[src/rtl/regfile_32x32_pkg.sv]
// rtl/regfile_32x32_pkg.sv - shared constants and helpers for the 32x32 register file
package regfile_32x32_pkg;

  localparam int unsigned REG_COUNT      = 32;
  localparam int unsigned REG_ADDR_W     = 5;
  localparam int unsigned DATA_W_DEFAULT = 32;
  localparam logic [REG_ADDR_W-1:0] ZERO_IDX = '0;

  // True when idx names the hardwired-zero entry of a file built with zero_en set.
  function automatic bit is_zero_reg(input logic [REG_ADDR_W-1:0] idx, input bit zero_en);
    return zero_en && (idx == ZERO_IDX);
  endfunction

endpackage

[src/rtl/regfile_32x32_dec.sv]
// rtl/regfile_32x32_dec.sv - decoder_5to32: one-hot write-select decoder
module decoder_5to32
  import regfile_32x32_pkg::*;
(
  input  logic [REG_ADDR_W-1:0] addr,
  output logic [REG_COUNT-1:0]  dec
);

  assign dec = REG_COUNT'(1) << addr;

endmodule

[src/rtl/regfile_32x32.sv]
// rtl/regfile_32x32.sv - 32x32 register file, 2 async reads, 1 sync write
// Optional write-through forwarding when REGFILE_BYPASS_EN is defined.
module regfile_32x32
  import regfile_32x32_pkg::*;
#(
  parameter int unsigned WIDTH    = DATA_W_DEFAULT,
  parameter bit          ZERO_REG = 1'b1
) (
  input  logic                  clk,
  input  logic                  reset,
  input  logic                  wr_en,
  input  logic [REG_ADDR_W-1:0] wr_addr,
  input  logic [WIDTH-1:0]      wr_data,
  input  logic [REG_ADDR_W-1:0] rd_addr_a,
  output logic [WIDTH-1:0]      rd_data_a,
  input  logic [REG_ADDR_W-1:0] rd_addr_b,
  output logic [WIDTH-1:0]      rd_data_b
);

  logic [REG_COUNT-1:0]            dec;
  logic [REG_COUNT-1:0][WIDTH-1:0] regs;

  decoder_5to32 u_dec (
    .addr (wr_addr),
    .dec  (dec)
  );

  for (genvar k = 0; k < REG_COUNT; k++) begin : g_entry
    if (is_zero_reg(REG_ADDR_W'(k), ZERO_REG)) begin : g_zero
      // Hardwired zero: no storage, so writes to this index simply vanish.
      logic unused_dec;
      assign unused_dec = dec[k];
      assign regs[k]    = '0;
    end else begin : g_flop
      logic [WIDTH-1:0] q;
      always_ff @(posedge clk) begin
        if (reset) begin
          q <= '0;
        end else if (wr_en & dec[k]) begin
          q <= wr_data;
        end
      end
      assign regs[k] = q;
    end
  end

  always_comb begin
    rd_data_a = regs[rd_addr_a];
    rd_data_b = regs[rd_addr_b];
`ifdef REGFILE_BYPASS_EN
    if (!reset && wr_en && (wr_addr == rd_addr_a) && !is_zero_reg(rd_addr_a, ZERO_REG)) begin
      rd_data_a = wr_data;
    end
    if (!reset && wr_en && (wr_addr == rd_addr_b) && !is_zero_reg(rd_addr_b, ZERO_REG)) begin
      rd_data_b = wr_data;
    end
`endif
  end

endmodule

[config.mk]
export PLATFORM = sky130hd
export DESIGN_NAME = regfile_32x32
export DESIGN_NICKNAME = d
export VERILOG_FILES = /design/src/rtl/regfile_32x32_pkg.sv /design/src/rtl/regfile_32x32_dec.sv /design/src/rtl/regfile_32x32.sv
export SDC_FILE = /design/constraint.sdc
export NUM_CORES = 2
export LEC_CHECK = 0
export BUFFER_PORTS_ARGS = -buffer_cell sky130_fd_sc_hd__buf_2
export CAP_MARGIN = 5
export CORE_ASPECT_RATIO = 1.1
export CORE_UTILIZATION = 40
export CTS_CLUSTER_SIZE = 14
export DETAILED_ROUTE_END_ITERATION = 16
export MAX_ROUTING_LAYER = met4
export SKIP_LAST_GASP = 1
export SYNTH_ARGS = -nofsm -noshare
export SYNTH_HDL_FRONTEND = slang
export SYNTH_SLANG_ARGS = --single-unit
[constraint.sdc]
create_clock -name clk -period 2.7 [get_ports clk]
set_input_delay 0.405 -clock clk [delete_from_list [all_inputs] [get_ports clk]]
set_output_delay 0.405 -clock clk [all_outputs]
set_load 0.05 [all_outputs]
=== Yosys cells after proc, flatten, opt, wreduce, memory -nomap -nowiden ===
Index checks and enable logic that the tools add are counted.

* Logic and storage cells: 69
* Output and inout bits: 64
* Flip-flop bits (word level): 992

* Shift operators: 1
* Mux-type cells: 4
* Bitwise logic cells: 31
* Magnitude comparators: 2

{| class="wikitable"
|+ Operators with widths
! operator !! number
|-
| binary-select mux 32 bit (select 5 bit) || 2
|-
| 2-to-1 mux 32 bit || 2
|-
| << shifter 1 x 5 -> 32 bit (first input constant) || 1
|-
| bitwise AND 1 bit || 31
|-
| less-than comparator 5 x 6 -> 1 bit (second input constant) || 2
|}

=== Longest topological paths before layout ===
* Depth in word-level cells: 2
* Mapped depth: 9
* Depth with buffers taken out: 5

=== By module ===
Synthesis repeated with hierarchy kept, for this count alone.

* Cells, all modules: 6628
* Area total of the unflattened synthesis: 51620.8 µm²

{| class="wikitable"
|+ By module, submodules not included
! module !! sequential area each (µm²) !! area each (µm²) !! times used !! cells an instance
|-
| regfile_32x32 || 19859.0 || 51406.8 || 1 || 6581
|-
| decoder_5to32 || 0.0 || 214.0 || 1 || 47
|}

=== Worst setup path before layout ===
Ideal clock, no wire load.

* Path type: input to output
* Start point: input rd_addr_a[1]
* End point: output rd_data_a[10]
* Stages on the path: 7
* Required time: 2295 ps
* Slack: 201 ps
* Data arrival time: 2094 ps
* Buffers on the path: 2
* Cell sequence: buf_2 -> clkbuf_1 -> mux2_2 -> a221oi_1 -> nor3_1 -> a31oi_1 -> nand3_1

* Longest elaborated chain between the ends: 2

{| class="wikitable"
|+ RTL lines
! element !! RTL line !! RTL
|-
| from (decl) || regfile_32x32.sv:14 || <nowiki>input logic [REG_ADDR_W-1:0] rd_addr_a,</nowiki>
|-
| binary-select mux 32 bit (select 5 bit) || regfile_32x32.sv:48 || <nowiki>rd_data_a = regs[rd_addr_a];</nowiki>
|-
| 2-to-1 mux 32 bit (implied by the code) || regfile_32x32.sv:48 ||
|-
| to (decl) || regfile_32x32.sv:15 || <nowiki>output logic [WIDTH-1:0] rd_data_a,</nowiki>
|}

No other way between the ends. The select of a mux whose other input is x is not followed.

=== Worst setup path in the final report ===
* Start point: register g_entry[7].g_flop.q[10]
* End point: output rd_data_b[10]

* Longest elaborated chain between the ends: 2

{| class="wikitable"
|+ RTL lines
! element !! RTL line !! RTL
|-
| from (decl) || regfile_32x32.sv:35 || <nowiki>logic [WIDTH-1:0] q;</nowiki>
|-
| from (signal assigned) || regfile_32x32.sv:40 || <nowiki>q <= wr_data;</nowiki>
|-
| binary-select mux 32 bit (select 5 bit) || regfile_32x32.sv:49 || <nowiki>rd_data_b = regs[rd_addr_b];</nowiki>
|-
| 2-to-1 mux 32 bit (implied by the code) || regfile_32x32.sv:49 ||
|-
| to (decl) || regfile_32x32.sv:17 || <nowiki>output logic [WIDTH-1:0] rd_data_b</nowiki>
|}

No other way between the ends. The select of a mux whose other input is x is not followed.

==> flow_metrics.tcl <==
set metrics [dict create \
    yosysUniqueCellTypes 33 \
    die_w_um 345 \
    finClkSkew_ns 0 \
    layout-drive-gt1-share 0.176 \
    pwr-share-clk 0.434 \
    p_total_mw 34.6 \
    yosysWarnings 0 \
    critPathKind "flip-flop to primary output" \
    combPwrFrac 0.137 \
    clockBufferDepth 3 \
    max_flop_register "g_entry.g_flop.q" \
    setup_tns_ns -2.79 \
    drtAntennaViolNets 0 \
    synthCells 6581 \
    worst-path-max-fanout 3 \
    grt_max_degree 101 \
    drt-total-wl_mm 201 \
    internal_power_mw 25.2 \
    worstRegToRegCells 2 \
    cts_buffers 105 \
    ys_seq_elements 992 \
    largest_reg_flops 992 \
    fmax_mhz 351 \
    hold-worst-slack_ns 0.117 \
    dieHeight_um 379 \
    synthAdderAreaFrac 0 \
    grt_pass1_wl_mm 295 \
    fin_area_um2 62400 \
    cts_tree "done" \
    rows 137 \
    route.detailed.drc 0 \
    place.detailed.hpwl_mm 125 \
    synth_compound_area_frac 0.164 \
    setup_ws_ns -0.149 \
    switching_share 0.272 \
    wl_per_cell_um 24.2 \
    violations "negative setup slack" \
    core_um2 128000 \
    grt_pass1_vias 46500 \
    relSlewSlack 0.438 \
    arrival_ns 2.44 \
    overflow 0 \
    met3_usage 0.0545 \
    synthXorXnorAreaFrac 0 \
    syn_to_final_growth_pct 20.7 \
    first_pass_iters 8 \
    min_period_ns 2.85 \
    p_sw_mw 9.41 \
    num_vias 49400 \
    syn_nets 6631 \
    most-common-layout-cells "nand2_1 (2,130), a21oi_1 (1,118), dfxtp_1 (931)" \
    place_congestion 0.955 \
    placedInstanceArea_um2 56200 \
    h-tree-depth 3 \
    cts_sinks 992 \
    use_met1 0.393 \
    synth_top_family_by_area "simple AND/OR/NAND/NOR gates" \
    irDropWorstVdd_mv 0.463 \
    final_common_cell "nand2_1" \
    grt_usage 0.306 \
    pwr-share-seq 0.429 \
    synth_mux_area_frac 0.191 \
    synthSimpleGateAreaFrac 0.199 \
    powerDensity_nw_per_um2 554 \
    endpoint_kind "primary output" \
    p_leak_nw 22.6 \
    critPathLaunchType "flip-flop" \
    reg_top3 "g_entry.g_flop.q: 992 flops" \
    rsz0062_at_grt "yes" \
    finalCritPeriodShare 1.06 \
    clock_latency_ns 0.72 \
    finalSetupViolCount 47 \
    io_buffers 113 \
    tightest_slew_ns 0.843 \
    antenna_found_initial 17 \
    finalHoldViolCount 0 \
    met2_usage 0.467 \
    hold_depth 2 \
    boundaryPins 114 \
    worstHoldPathType "input pin to flip-flop" \
    fin_nets 6580 \
    drt_iter0_markers 5743 \
    clk_pin_slew_worst_paths_ns 0.07 \
    status "complete, but fails checks" \
    maxCapViolations 0 \
    cts_root_buf "clkbuf_16" \
    grt-busiest-layer "met2" \
    dieArea_um2 131000 \
    place_ws_ns -0.260 \
    start_util 0.405 \
    syn_avg_cell_area_um2 7.85 \
    ys_seq_area_frac 0.384 \
    slew_violations 0 \
    crit_required_ns 2.30 \
    viasPerCell 5.95 \
    synthesis.area_um2 51700 \
]
synth_stat cells:
cell type	instances	area, um^2
nand3b_1	3	22.5
mux2_1	20	225
a221oi_1	64	561
or3b_1	1	8.76
or3b_2	2	17.5
a21oi_1	1118	5600
clkbuf_1	318	1190
and3b_1	3	26.3
dfxtp_1	992	19900
and3_1	2	12.5
nand3_1	194	971
a31oi_1	64	400
buf_4	77	578
nand2_1	2148	8060
nor2_4	21	236
mux2i_1	768	7690
or2_1	1	6.26
nor3b_1	3	22.5
buf_1	42	158
buf_2	185	926
buf_6	29	327
a22oi_1	256	1920
mux2_2	44	495
nor2_2	5	31.3
nand2b_1	2	12.5
nor2_1	7	26.3
and2_0	2	12.5
and2_1	4	25.0
nor2b_1	72	450
mux4_2	64	1440
a21oi_2	2	17.5
nor3_1	65	325
or2_2	3	18.8
metrics by stage:
| step | cells | util |
|---|---|---|
| global placement | 8101 | 0.441 |
| global route | 8295 | 0.489 |
| CTS | 8281 | 0.482 |
| floorplan | 6581 | - |
| detailed placement | 8101 | 0.441 |
| finish | 8298 | 0.489 |
final timing paths:
check	slack [ns]	startpoint	end
worst max-delay path	-0.15	g_entry[7].g_flop.q[10]	rd_data_b[10]
worst min-delay path	0.12	reset	g_entry[15].g_flop.q[24]
worst max register to register	1.98	g_entry[1].g_flop.q[18]	g_entry[1].g_flop.q[18]
worst min register to register	0.46	g_entry[7].g_flop.q[9]	g_entry[7].g_flop.q[9]
power groups by stage:
stage          Combinational, mW  Sequential [mW]  Clock (mW)
2_1_floorplan               2.45             15.1           0
3_3_place_gp                4.12             15.1           0
3_5_place_dp                4.14             15.1           0
4_1_cts                     4.49             14.8        15.1
5_1_grt                     4.86             14.8        15.7
6_report                    4.73             14.8        15.0
cell type report:
type	count	area, um^2
Sequential cell	992	19900
Multi-Input combinational cell	4938	30900
Clock buffer	159	3160
Clock inverter	30	345
Tap cell	1668	2090
Antenna cell	18	45.0
Fill cell	12100	65200
Timing Repair Buffer	493	5920
routing by layer:
metal	wire length [um]	vias up
met4	9000	0
met2	91000	2555
met1	81100	23700
met3	19500	579
li1	-	22600
met5	0	-
cell families (layout without fill, tap and decap cells):
family / count (synthesis) / count (layout)
compound gates: 1504 / 1504
buf+inv: 651 / 682
flops: 992 / 992
mux: 896 / 896
other cells: 0 / 18
simple gates: 2538 / 2538
critical path: stages, from the launching register on:
cell     delay, ns
dfxtp_2       0.33
mux4_2        0.47
nor2b_2       0.15
nor3_2        0.06
a31oi_2       0.26
buf_4         0.18
nand3_4       0.10
buf_12        0.18
what timing repair did:
action	4_1_cts	5_1_grt
pin swaps	62	61
hold buffers	0	0
endpoints found under the setup margin	64	63
gates resized for setup	399	181
buffers inserted	3	0
Note: power is estimated with default switching activity, not from simulation.
